## config.mk

```make
export PLATFORM = sky130hd
export DESIGN_NAME = fetch_unit
export DESIGN_NICKNAME = d
export VERILOG_FILES = /design/src/rtl/fetch_pkg.sv /design/src/rtl/fetch_next_pc.sv /design/src/rtl/fetch_unit.sv
export SDC_FILE = /design/constraint.sdc
export NUM_CORES = 1
export LEC_CHECK = 0
export ABC_AREA = 0
export BUFFER_PORTS_ARGS = -buffer_cell sky130_fd_sc_hd__buf_2
export CORE_ASPECT_RATIO = 1.5
export CORE_MARGIN = 2
export CORE_UTILIZATION = 50
export DETAILED_ROUTE_END_ITERATION = 16
export GPL_TIMING_DRIVEN = 0
export PLACE_DENSITY_LB_ADDON = 0.1
export SETUP_SLACK_MARGIN = 0.2
export SYNTH_ARGS = -nofsm -noshare
export SYNTH_HDL_FRONTEND = slang
export SYNTH_HIERARCHICAL = 1
export SYNTH_SLANG_ARGS = --single-unit
```

## constraint.sdc

```tcl
create_clock -name clk -period 5.2 [get_ports clk]
set_clock_uncertainty 0.1 [all_clocks]
set_input_delay 0.26 -clock clk [delete_from_list [all_inputs] [get_ports clk]]
set_output_delay 0.26 -clock clk [all_outputs]
set_load 0.02 [all_outputs]
```

## src/rtl/fetch_pkg.sv

```systemverilog
// Shared constants, next-PC selector encoding and target helper for the fetch stage.
package fetch_pkg;

    localparam int              XLEN             = 32;
    localparam logic [XLEN-1:0] DEFAULT_RESET_PC = 32'h0000_0000;
    localparam logic [XLEN-1:0] NOP_INSTR        = 32'h0000_0000;

    typedef enum logic [1:0] {
        PC_SEQ,
        PC_BRANCH,
        PC_JUMP,
        PC_HOLD
    } pc_sel_e;

    // Word offset is scaled to bytes, so the low two bits of the target stay zero.
    function automatic logic [XLEN-1:0] branch_target(input logic [XLEN-1:0] base,
                                                      input logic [15:0]     offset);
        return base + {{(XLEN-18){offset[15]}}, offset, 2'b00};
    endfunction

endpackage

```

## src/rtl/fetch_next_pc.sv

```systemverilog
// Combinational next-PC selection: stall hold, jump, taken branch or sequential.
module fetch_next_pc
    import fetch_pkg::*;
(
    input  logic [XLEN-1:0] pc_i,
    input  logic [XLEN-1:0] ifid_pc_plus4_i,
    input  logic            stall_i,
    input  logic            jump_en_i,
    input  logic [25:0]     jump_index_i,
    input  logic            branch_taken_i,
    input  logic [15:0]     branch_offset_i,
    output logic [XLEN-1:0] pc_plus4_o,
    output logic [XLEN-1:0] next_pc_o
);

    pc_sel_e sel;

    assign pc_plus4_o = pc_i + XLEN'(4);

    // NOTE: every always_comb output gets a default first so no path can infer a latch.
    always_comb begin
        sel = PC_SEQ;
        if (stall_i) begin
            sel = PC_HOLD;
        end else if (jump_en_i) begin
            sel = PC_JUMP;
        end else if (branch_taken_i) begin
            sel = PC_BRANCH;
        end
    end

    always_comb begin
        next_pc_o = pc_plus4_o;
        unique case (sel)
            PC_HOLD:   next_pc_o = pc_i;
            PC_JUMP:   next_pc_o = {ifid_pc_plus4_i[XLEN-1:XLEN-4], jump_index_i, 2'b00};
            PC_BRANCH: next_pc_o = branch_target(ifid_pc_plus4_i, branch_offset_i);
            PC_SEQ:    next_pc_o = pc_plus4_o;
        endcase
    end

endmodule

```

## src/rtl/fetch_unit.sv

```systemverilog
// Instruction fetch stage: PC register, IF/ID pipeline register and delivered-instruction counter.
module fetch_unit
    import fetch_pkg::*;
#(
    parameter logic [XLEN-1:0] RESET_PC = DEFAULT_RESET_PC
) (
    input  logic            clk,
    input  logic            reset,
    input  logic            stall,
    input  logic            flush,
    input  logic            branch_taken,
    input  logic [15:0]     branch_offset,
    input  logic            jump_en,
    input  logic [25:0]     jump_index,
    output logic [XLEN-1:0] imem_addr,
    input  logic [XLEN-1:0] imem_instr,
    output logic [XLEN-1:0] ifid_instr,
    output logic [XLEN-1:0] ifid_pc_plus4,
    output logic            ifid_valid,
    output logic [XLEN-1:0] fetch_count
);

    logic [XLEN-1:0] pc_q, pc_d;
    logic [XLEN-1:0] instr_q, instr_d;
    logic [XLEN-1:0] pc_plus4_q, pc_plus4_d;
    logic            valid_q, valid_d;
    logic [XLEN-1:0] count_q, count_d;
    logic [XLEN-1:0] seq_pc;

    fetch_next_pc u_next_pc (
        .pc_i            (pc_q),
        .ifid_pc_plus4_i (pc_plus4_q),
        .stall_i         (stall),
        .jump_en_i       (jump_en),
        .jump_index_i    (jump_index),
        .branch_taken_i  (branch_taken),
        .branch_offset_i (branch_offset),
        .pc_plus4_o      (seq_pc),
        .next_pc_o       (pc_d)
    );

    // Flush overrides stall for IF/ID; the slot still records the PC+4 it would have carried.
    always_comb begin
        instr_d    = instr_q;
        pc_plus4_d = pc_plus4_q;
        valid_d    = valid_q;
        count_d    = count_q;
        if (flush) begin
            instr_d    = NOP_INSTR;
            pc_plus4_d = seq_pc;
            valid_d    = 1'b0;
        end else if (!stall) begin
            instr_d    = imem_instr;
            pc_plus4_d = seq_pc;
            valid_d    = 1'b1;
            count_d    = count_q + XLEN'(1);
        end
    end

    // NOTE: sequential state uses non-blocking assignments so all registers update together.
    always_ff @(posedge clk) begin
        if (reset) begin
            pc_q       <= RESET_PC;
            instr_q    <= NOP_INSTR;
            pc_plus4_q <= '0;
            valid_q    <= 1'b0;
            count_q    <= '0;
        end else begin
            pc_q       <= pc_d;
            instr_q    <= instr_d;
            pc_plus4_q <= pc_plus4_d;
            valid_q    <= valid_d;
            count_q    <= count_d;
        end
    end

    assign imem_addr     = pc_q;
    assign ifid_instr    = instr_q;
    assign ifid_pc_plus4 = pc_plus4_q;
    assign ifid_valid    = valid_q;
    assign fetch_count   = count_q;

endmodule

```

**Yosys cells after proc, flatten, opt, wreduce, memory -nomap -nowiden**

Index checks and enable logic that the tools add are counted.

- Output and inout port bits: 129
- ROM bits: 0
- Bits in registers: 129
- Latch bits: 0
- Logic and storage cells: 23
- Input bits: 80
- RAM bits: 0
- Memories kept: 0

- Add/subtract/negate cells: 3
- Bitwise operators: 2
- Equal/unequal tests: 4
- Multiplexer cells: 6
- Reductions and logical operators: 3
- Magnitude comparators: 0
- Div/mod/pow operators: 0
- Multipliers: 0
- Shift-type cells: 0

Operators by type and width:

| cell | count |
|---|---|
| $pmux 32 s3 | 1 |
| $mux 32 | 2 |
| $add 32x1->32 const B | 1 |
| $add 32x3->32 const B | 1 |
| $add 32x32->32 | 1 |
| $eq 2x2->1 const B | 2 |
| $mux 2 | 2 |
| $eq 2x1->1 const B | 1 |
| $logic_not 2->1 | 1 |
| $ne 2x1->1 const B | 1 |
| $not 1->1 | 2 |
| $reduce_and 2->1 | 1 |
| $reduce_or 2->1 | 1 |
| $mux 1 | 1 |

**Depth between registers and ports, before layout**

Gate-level depths: netlist (run 1).

- Depth in word-level cells: 5
- Depth in mapped cells: 11
- Gate-level depth less buffers: 11

**Cells and area by module**

The synthesis (run 1) kept the hierarchy.

By module, submodules not included:

| module | times used | cells an instance | area each (um^2) | seq. area each (um^2) |
|---|---|---|---|---|
| fetch_unit | 1 | 497 | 4609.4 | 2582.5 |
| fetch_next_pc | 1 | 474 | 3164.3 | 0.0 |

**Least setup slack after synthesis (run 1)**

Ideal clock, no wire load.

- Path kind: reg-to-reg
- From: reg pc_plus4_q[2], in the netlist ifid_pc_plus4[2]
- To: reg pc_q[28], in the netlist imem_addr[28]
- Path buffers: 0
- Period minus slack after synthesis: 2818 ps
- Slack: 2382 ps
- Data arrival time: 2590 ps
- Required time: 4972 ps
- Library setup time: 128 ps
- Cell stages (with the launch flop): 12
- Cells stage by stage: dfxtp_1 > ha_1 > fa_1 > a211oi_1 > o21ai_0 > a31oi_1 > nor2_1 > nand4_1 > nand3_1 > mux2i_1 > or3_1 > nor2b_1

- Word-level cells in the longest chain between the ends: 2

Ends and longest elaborated chain:

| what | RTL line | source |
|---|---|---|
| start: declaration | fetch_unit.sv:25 | `logic [XLEN-1:0] pc_plus4_q, pc_plus4_d;` |
| start signal: assignment | fetch_unit.sv:71 | `pc_plus4_q <= pc_plus4_d;` |
| $add 32x32->32 | fetch_pkg.sv:18 | `return base + {{(XLEN-18){offset[15]}}, offset, 2'b00};` |
| $pmux 32 s3 | fetch_next_pc.sv:34 | `unique case (sel)` |
| net pc_d[28] | fetch_unit.sv:23 | `logic [XLEN-1:0] pc_q, pc_d;` |
| end signal: assignment | fetch_unit.sv:69 | `pc_q <= pc_d;` |
| end: declaration | fetch_unit.sv:23 |  |

The timed path passes the listed nets, and every way through them passes these cells.
A chain may end at the register's enable or synchronous reset.

**Worst setup path in the final report (run 1)**

- From: reg pc_plus4_q[3], in the netlist ifid_pc_plus4[3]
- To: reg pc_q[29], in the netlist imem_addr[29]

Same word-level chain as after synthesis.

==> run summary, run 1 <==
status = finished, final reports clean
H-tree levels = 4
IO Pins = 209
placed instance count = 1,376
post-synthesis sequential area ratio = 33.2%
fmax = 0.298 GHz
vias in the first global route = 7,974
hold_sp = imem_instr[26]
crit path max-delay cell type = o31ai_1
gpl congestion = 0.920
Syn Area/Cell = 8.01 sq um
largest net degree at the start of global routing = 17
RSZ-0062 raised after global routing = false
distinct cell type count after synthesis = 71
reg2reg start = ifid_pc_plus4[3]$_SDFFE_PP0P_
fraction of registers with async set/reset = 0%
Yosys top cell area share = 33.2%
CTS tree = done
routed via count = 8,296
final setup fails = 0
Lkg Pwr = 4.41 nW
Area after DPL = 9050 sq um
Sinks on Clock Net = 129
Crit Reg-Reg Endpoint = imem_addr[29]$_SDFF_PP0_
min Tclk post-route = 3360 ps
Ys Warns = 6
Synth Register Bits = 129
CP Buf/Inv Count = 0
CP Cell Sequence = ha_1 -> a211oi_1 -> o21ai_1 -> o211a_1 -> o31ai_1 -> a21boi_0 -> o2111ai_1 -> mux2i_1 -> o221ai_1 -> nor2b_1
share of layout cells above drive strength 1 = 21.8%
Synth Flop Type = dfxtp_1
drt pass-1 iters = 8
WL/cell = 17.9 um
GRT Total Usage = 30.6%
Clock transition at path regs = 60 ps
Logic pwr share = 17.0%
Clk Latency, worst-skew pair = 430 ps
Buffers on Ports = 206
Int Power = 1.84 mW
Worst setup startpoint = ifid_pc_plus4[3]$_SDFFE_PP0P_
pwr/cell area = 270 nW/um^2
Initial Utilization = 51.3%
first-pass GRT wire length = 40,000 um
CP Class = reg -> reg
final hold slack = 51.8 ps
hold crit path type = in -> reg
final worst-path cycle share = 64.6%
Post-synth EDFFs = 0
Clock Tree Buf Depth = 2
diode count = 0
core area = 15,100 sq um
Post-synth top cells = dfxtp_1, nand2_1, a21oi_1
Worst Setup Start Kind = flip-flop
DRT antenna net count = 0
Cell Area, Synth = 7770 sq um
Synth area leader = dfxtp_1
Synth area leaders = dfxtp_1, a21oi_1, nand2_1, mux2i_1, ha_1
Root Driver = clkbuf_16
cell with the most instances after synthesis = dfxtp_1
worst-case reg-to-reg path depth = 10
Vias/cell = 5.77
clock share of power = 43.3%
r2r setup slk = 1840 ps
Die Wd = 106 um
Syn Inst Count = 971
WL final = 25,800 um
setup TNS = 0 ps
critical path peak fanout = 4
Arr. time, crit path = 3550 ps
Final Hold Fails = 0
full die area = 16,600 sq um
Syn-to-layout area delta = 27.8%
DRC violations left = 0
Seq pwr share = 39.7%
critical path depth = 10
worst slew pin tran = 766 ps
P_sw = 0.838 mW
Crit. End Element = flip-flop
Worst slew margin = 48.9%
PostCTS Resize Cnt = 0
Post-Layout Inst Area = 9930 sq um
end-of-flow core utilization = 65.6%
Critical Path RT = 5390 ps
Die Y = 157 um
antenna violations before repair = 0
cell family with most CP delay = compound AO/OA/AOI/OAI gates
Min-Delay Path Depth = 3
GRT overflow = 0
Final Slew Violations = 0
max incr delay on CP = 450 ps
max-cap check violation count = 0
Final HPWL DP = 18,700 um
syn_nets = 1,083
Hold Path End = ifid_instr[26]$_SDFFE_PP0N_
fin cells = 1,439
num rows = 55
Num CTS Buffers = 17
Net Sw Frac = 31.3%
Final #Nets = 1,339
peak supply drop = 221 uV
initial DRC count = 664
-- layer usage --
layer / routed length (um) / global-route usage, % / vias up
li1: - / - / 3996
met1: 10100 / 35.3 / 3859
met2: 12900 / 54.5 / 371
met3: 1830 / 6.66 / 70
met4: 896 / 12.6 / 0
met5: 0 / 0 / -
-- worst max path at each step --
stage / end
finish: imem_addr[29]$_SDFF_PP0_
global route: imem_addr[29]$_SDFF_PP0_
detailed placement: imem_addr[29]$_SDFF_PP0_
floorplan: imem_addr[28]$_SDFF_PP0_
CTS: imem_addr[29]$_SDFF_PP0_
global placement: imem_addr[29]$_SDFF_PP0_
-- final cells by class --
| cell class | instances | area [sq um] |
|---|---|---|
| fillers | 1377 | 5210 |
| multi-input cells | 759 | 4820 |
| flip-flops and latches | 129 | 2580 |
| repair buffers | 237 | 1340 |
| clock buffers | 17 | 425 |
| plain buffers | 60 | 283 |
| well taps | 199 | 249 |
| clock inverters | 15 | 144 |
| inverters | 23 | 86.3 |
-- sequential cells by signal, summed over array words and instances (netlist names) --
| signal | cells |
|---|---|
| fetch_count | 32 |
| ifid_instr | 32 |
| ifid_pc_plus4 | 32 |
| imem_addr | 32 |
| ifid_valid | 1 |
-- kinds of logic after synthesis --
logic type,share of synthesized area [%]
xor gates and xnor gates,6.53
adders and majority gates,5.25
AOI/OAI and AO/OA,20.1
DFF,33.2
buffers and inverters,4.75
and+or+nand+nor,23.9
muxes,6.21
-- worst min-delay path, stage by stage --
cell	delay, ps
buf_2	80
mux2i_1	60
nor2_1	130
-- metrics by stage --
step           setup WS [ps]  power [mW]
2_1_floorplan           2380        1.36
3_3_place_gp            1940        1.51
3_5_place_dp            1960        1.51
4_1_cts                 1950        2.69
5_1_grt                 1700        2.78
6_report                1840        2.68
-- power by group through the flow --
stage / combinational (mW) / sequential [mW] / clock (mW)
finish: 0.456 / 1.06 / 1.16
global route: 0.494 / 1.07 / 1.22
CTS: 0.447 / 1.06 / 1.18
detailed placement: 0.426 / 1.08 / 0
global placement: 0.424 / 1.08 / 0
floorplan: 0.243 / 1.12 / 0
-- cell usage in the layout, fill, tap and decap left out, types with 4 or more instances in the layout --
cell and count:
buf_6 4, clkbuf_16 17, or4_1 15, nor4_1 5, o21bai_1 8, inv_8 5, a21oi_1 98, or3_1 12
xor2_1 24, ha_1 31, nor2b_1 41, buf_4 4, nand3_1 25, a21o_1 13, dfxtp_1 129, a222oi_1 5
o211ai_1 6, dlygate4sd3_1 31, mux2i_1 40, o21a_1 4, clkbuf_1 41, a211oi_1 7, nand4_1 18, nand2_1 119
o31ai_1 17, buf_1 8, inv_6 5, nor3_1 7, inv_1 23, a31oi_1 9, o221ai_1 8, and4_1 4
nor2_1 93, o21ai_0 43, mux2_2 5, a22oi_1 13, xnor2_1 34, and3_1 6, buf_2 208
-- what timing repair did --
item	in CTS	in global routing
hold buffers	31	0
buffers inserted	0	0
hold endpoints to repair	31	0
Power figures use the tool's default switching activity.
==> run 2: changes to the inputs <==
==> constraint.sdc (replaced) <==
create_clock -name clk -period 3.1 [get_ports clk]
set_clock_uncertainty 0.1 [all_clocks]
set_input_delay 0.155 -clock clk [delete_from_list [all_inputs] [get_ports clk]]
set_output_delay 0.155 -clock clk [all_outputs]
set_load 0.02 [all_outputs]
==> run 2 against run 1 <==
Compared with the run above: cell count is 0.42% higher; global-route usage is 0.12 points higher; non-clock buffer count is 6 higher; register-to-register slack worse by 1600 ps; worst hold slack worse by 26 ps; largest cell class unchanged; die area stayed put; core utilization is 1.4 points higher; routed wire length is 1.2% higher; first-iteration DRC count is 4.2% lower; via count is 0.13% higher; worst setup slack worse by 1600 ps.
==> run summary, run 2 (synthesis results as in run 1) <==
RSZ-0062 raised after global routing = true
max incr delay on CP = 350 ps (-100 ps)
cell family with most CP delay = compound AO/OA/AOI/OAI gates
CTS tree = done
routed via count = 8,307 (+0.13%)
Final Slew Violations = 0 (unchanged)
hold crit path type = in -> reg
Crit Reg-Reg Endpoint = imem_addr[29]$_SDFF_PP0_
Clk Latency, worst-skew pair = 430 ps (about the same)
critical path peak fanout = 4 (unchanged)
Worst slew margin = 49.4% (+0.50 points)
CP Cell Sequence = ha_1 -> a211oi_2 -> o21ai_2 -> o211a_4 -> o31ai_4 -> a21boi_1 -> o2111ai_2 -> mux2i_1 -> o221ai_1 -> nor2b_1
Min-Delay Path Depth = 3 (unchanged)
DRC violations left = 0 (unchanged)
Final WS setup = 248 ps (-1590 ps)
worst slew pin tran = 759 ps (-7.45 ps)
WL/cell = 18.0 um (+0.77%)
max-cap check violation count = 0 (unchanged)
initial DRC count = 636 (-4.2%)
hold_sp = flush
drt pass-1 iters = 8 (unchanged)
share of layout cells above drive strength 1 = 24.7% (+2.9 points)
r2r setup slk = 250 ps (-1590 ps)
fmax = 0.351 GHz (+18%)
final hold slack = 25.7 ps (-26.0 ps)
GRT overflow = 0 (unchanged)
Crit. End Element = flip-flop
Die Y = 157 um (unchanged)
Arr. time, crit path = 3050 ps (-500 ps)
diode count = 0 (unchanged)
Final Power = 4.53 mW (+69%)
CP Class = reg -> reg
Sinks on Clock Net = 129 (unchanged)
peak supply drop = 371 uV (+68%)
num rows = 55 (unchanged)
vias in the first global route = 7,997 (+0.29%)
status = finished, final reports clean
first-pass GRT wire length = 40,100 um (+0.42%)
pwr/cell area = 446 nW/um^2 (+65%)
Vias/cell = 5.75 (-0.28%)
GRT Total Usage = 30.7% (+0.12 points)
Final #Nets = 1,345 (+0.45%)
Area after DPL = 9050 sq um (unchanged)
antenna violations before repair = 0 (unchanged)
full die area = 16,600 sq um (unchanged)
CP Buf/Inv Count = 0 (unchanged)
H-tree levels = 4 (unchanged)
Buffers on Ports = 206 (unchanged)
Fillers = 1,348 (-2.1%)
Post-Layout Inst Area = 10,100 sq um (+2.2%)
most common cell after layout, fill and taps aside = buf_2
Syn-to-layout area delta = 30.5%
final setup fails = 0 (unchanged)
DRT antenna net count = 0 (unchanged)
WL final = 26,100 um (+1.2%)
fin cells = 1,445 (+0.42%)
core area = 15,100 sq um (unchanged)
Worst Setup Start Kind = flip-flop
IO Pins = 209 (unchanged)
end-of-flow core utilization = 67.0% (+1.4 points)
Place WS = -140 ps (-2100 ps)
Lkg Pwr = 4.47 nW (+1.5%)
worst-case reg-to-reg path depth = 10 (unchanged)
largest net degree at the start of global routing = 17 (unchanged)
Clock transition at path regs = 60 ps (about the same)
final worst-path cycle share = 92.0% (+27 points)
Clock Tree Buf Depth = 2 (unchanged)
min Tclk post-route = 2850 ps (-507 ps)
setup TNS = 0 ps (unchanged)
commonest non-fill, non-tap cells in the layout = buf_2, dfxtp_1, nand2_1
Num CTS Buffers = 17 (unchanged)
crit path max-delay cell type = dfxtp_2
Final HPWL DP = 18,700 um (unchanged)
Die Wd = 106 um (unchanged)
Final Hold Fails = 0 (unchanged)
Root Driver = clkbuf_16
gpl congestion = 0.920 (unchanged)
Critical Path RT = 3300 ps (-2090 ps)
Initial Utilization = 51.3% (unchanged)
Hold Path End = fetch_count[1]$_SDFFE_PP0P_
reg2reg start = ifid_pc_plus4[3]$_SDFFE_PP0P_
placed instance count = 1,376 (unchanged)
run 2: layout make-up:
type / count / area (sq um) / area share (%)
plain buffers: 60 / 285 / 2.81
clock buffers: 17 / 425 / 4.19
clock inverters: 15 / 144 / 1.42
inverters: 23 / 86.3 / 0.851
multi-input cells: 759 / 4970 / 49.0
flip-flops and latches: 129 / 2590 / 25.6
well taps: 199 / 249 / 2.45
repair buffers: 243 / 1390 / 13.7
run 2: how the worst max path moves through the flow:
| stage | slack [ps] | to | startpoint | cells past startpoint |
|---|---|---|---|---|
| after floorplan | 280 | imem_addr[28]$_SDFF_PP0_ | ifid_pc_plus4[2]$_SDFFE_PP0P_ | 11 |
| after global placement | -150 | imem_addr[29]$_SDFF_PP0_ | ifid_pc_plus4[3]$_SDFFE_PP0P_ | 10 |
| after detailed placement | -140 | imem_addr[29]$_SDFF_PP0_ | ifid_pc_plus4[3]$_SDFFE_PP0P_ | 10 |
| after CTS | 170 | imem_addr[26]$_SDFF_PP0_ | ifid_pc_plus4[19]$_SDFFE_PP0P_ | 10 |
| after global routing | 180 | imem_addr[26]$_SDFF_PP0_ | ifid_pc_plus4[13]$_SDFFE_PP0P_ | 10 |
| final | 250 | imem_addr[29]$_SDFF_PP0_ | ifid_pc_plus4[3]$_SDFFE_PP0P_ | 10 |
run 2: metal layers:
| metal | vias up | wire (um) | GRT usage [%] |
|---|---|---|---|
| li1 | 4015 | - | - |
| met1 | 3885 | 10300 | 35.4 |
| met2 | 345 | 13200 | 54.8 |
| met3 | 62 | 1780 | 6.66 |
| met4 | 0 | 826 | 12.7 |
| met5 | - | 0 | 0 |
run 2: power by group:
group	leakage [nW]	internal (mW)	switching, mW	total [mW]
clock	0.274	1.06	0.887	1.95
combinational	3.14	0.321	0.469	0.790
sequential	1.05	1.72	0.0696	1.79
run 2: what timing repair did:
item	CTS	global route
resized for setup	12	35
pin swaps	1	16
hold endpoints to repair	33	0
endpoints found under the setup margin	11	13
setup buffers	0	4
hold buffers	33	0
run 2: worst reg2reg max path: cells and delay by family, from the launching register on:
family                     cells  cell delay [ps]
adders and majority gates      1              330
AOI/OAI and AO/OA              7             1520
and+or+nand+nor                1              160
DFF                            1              350
muxes                          1              260
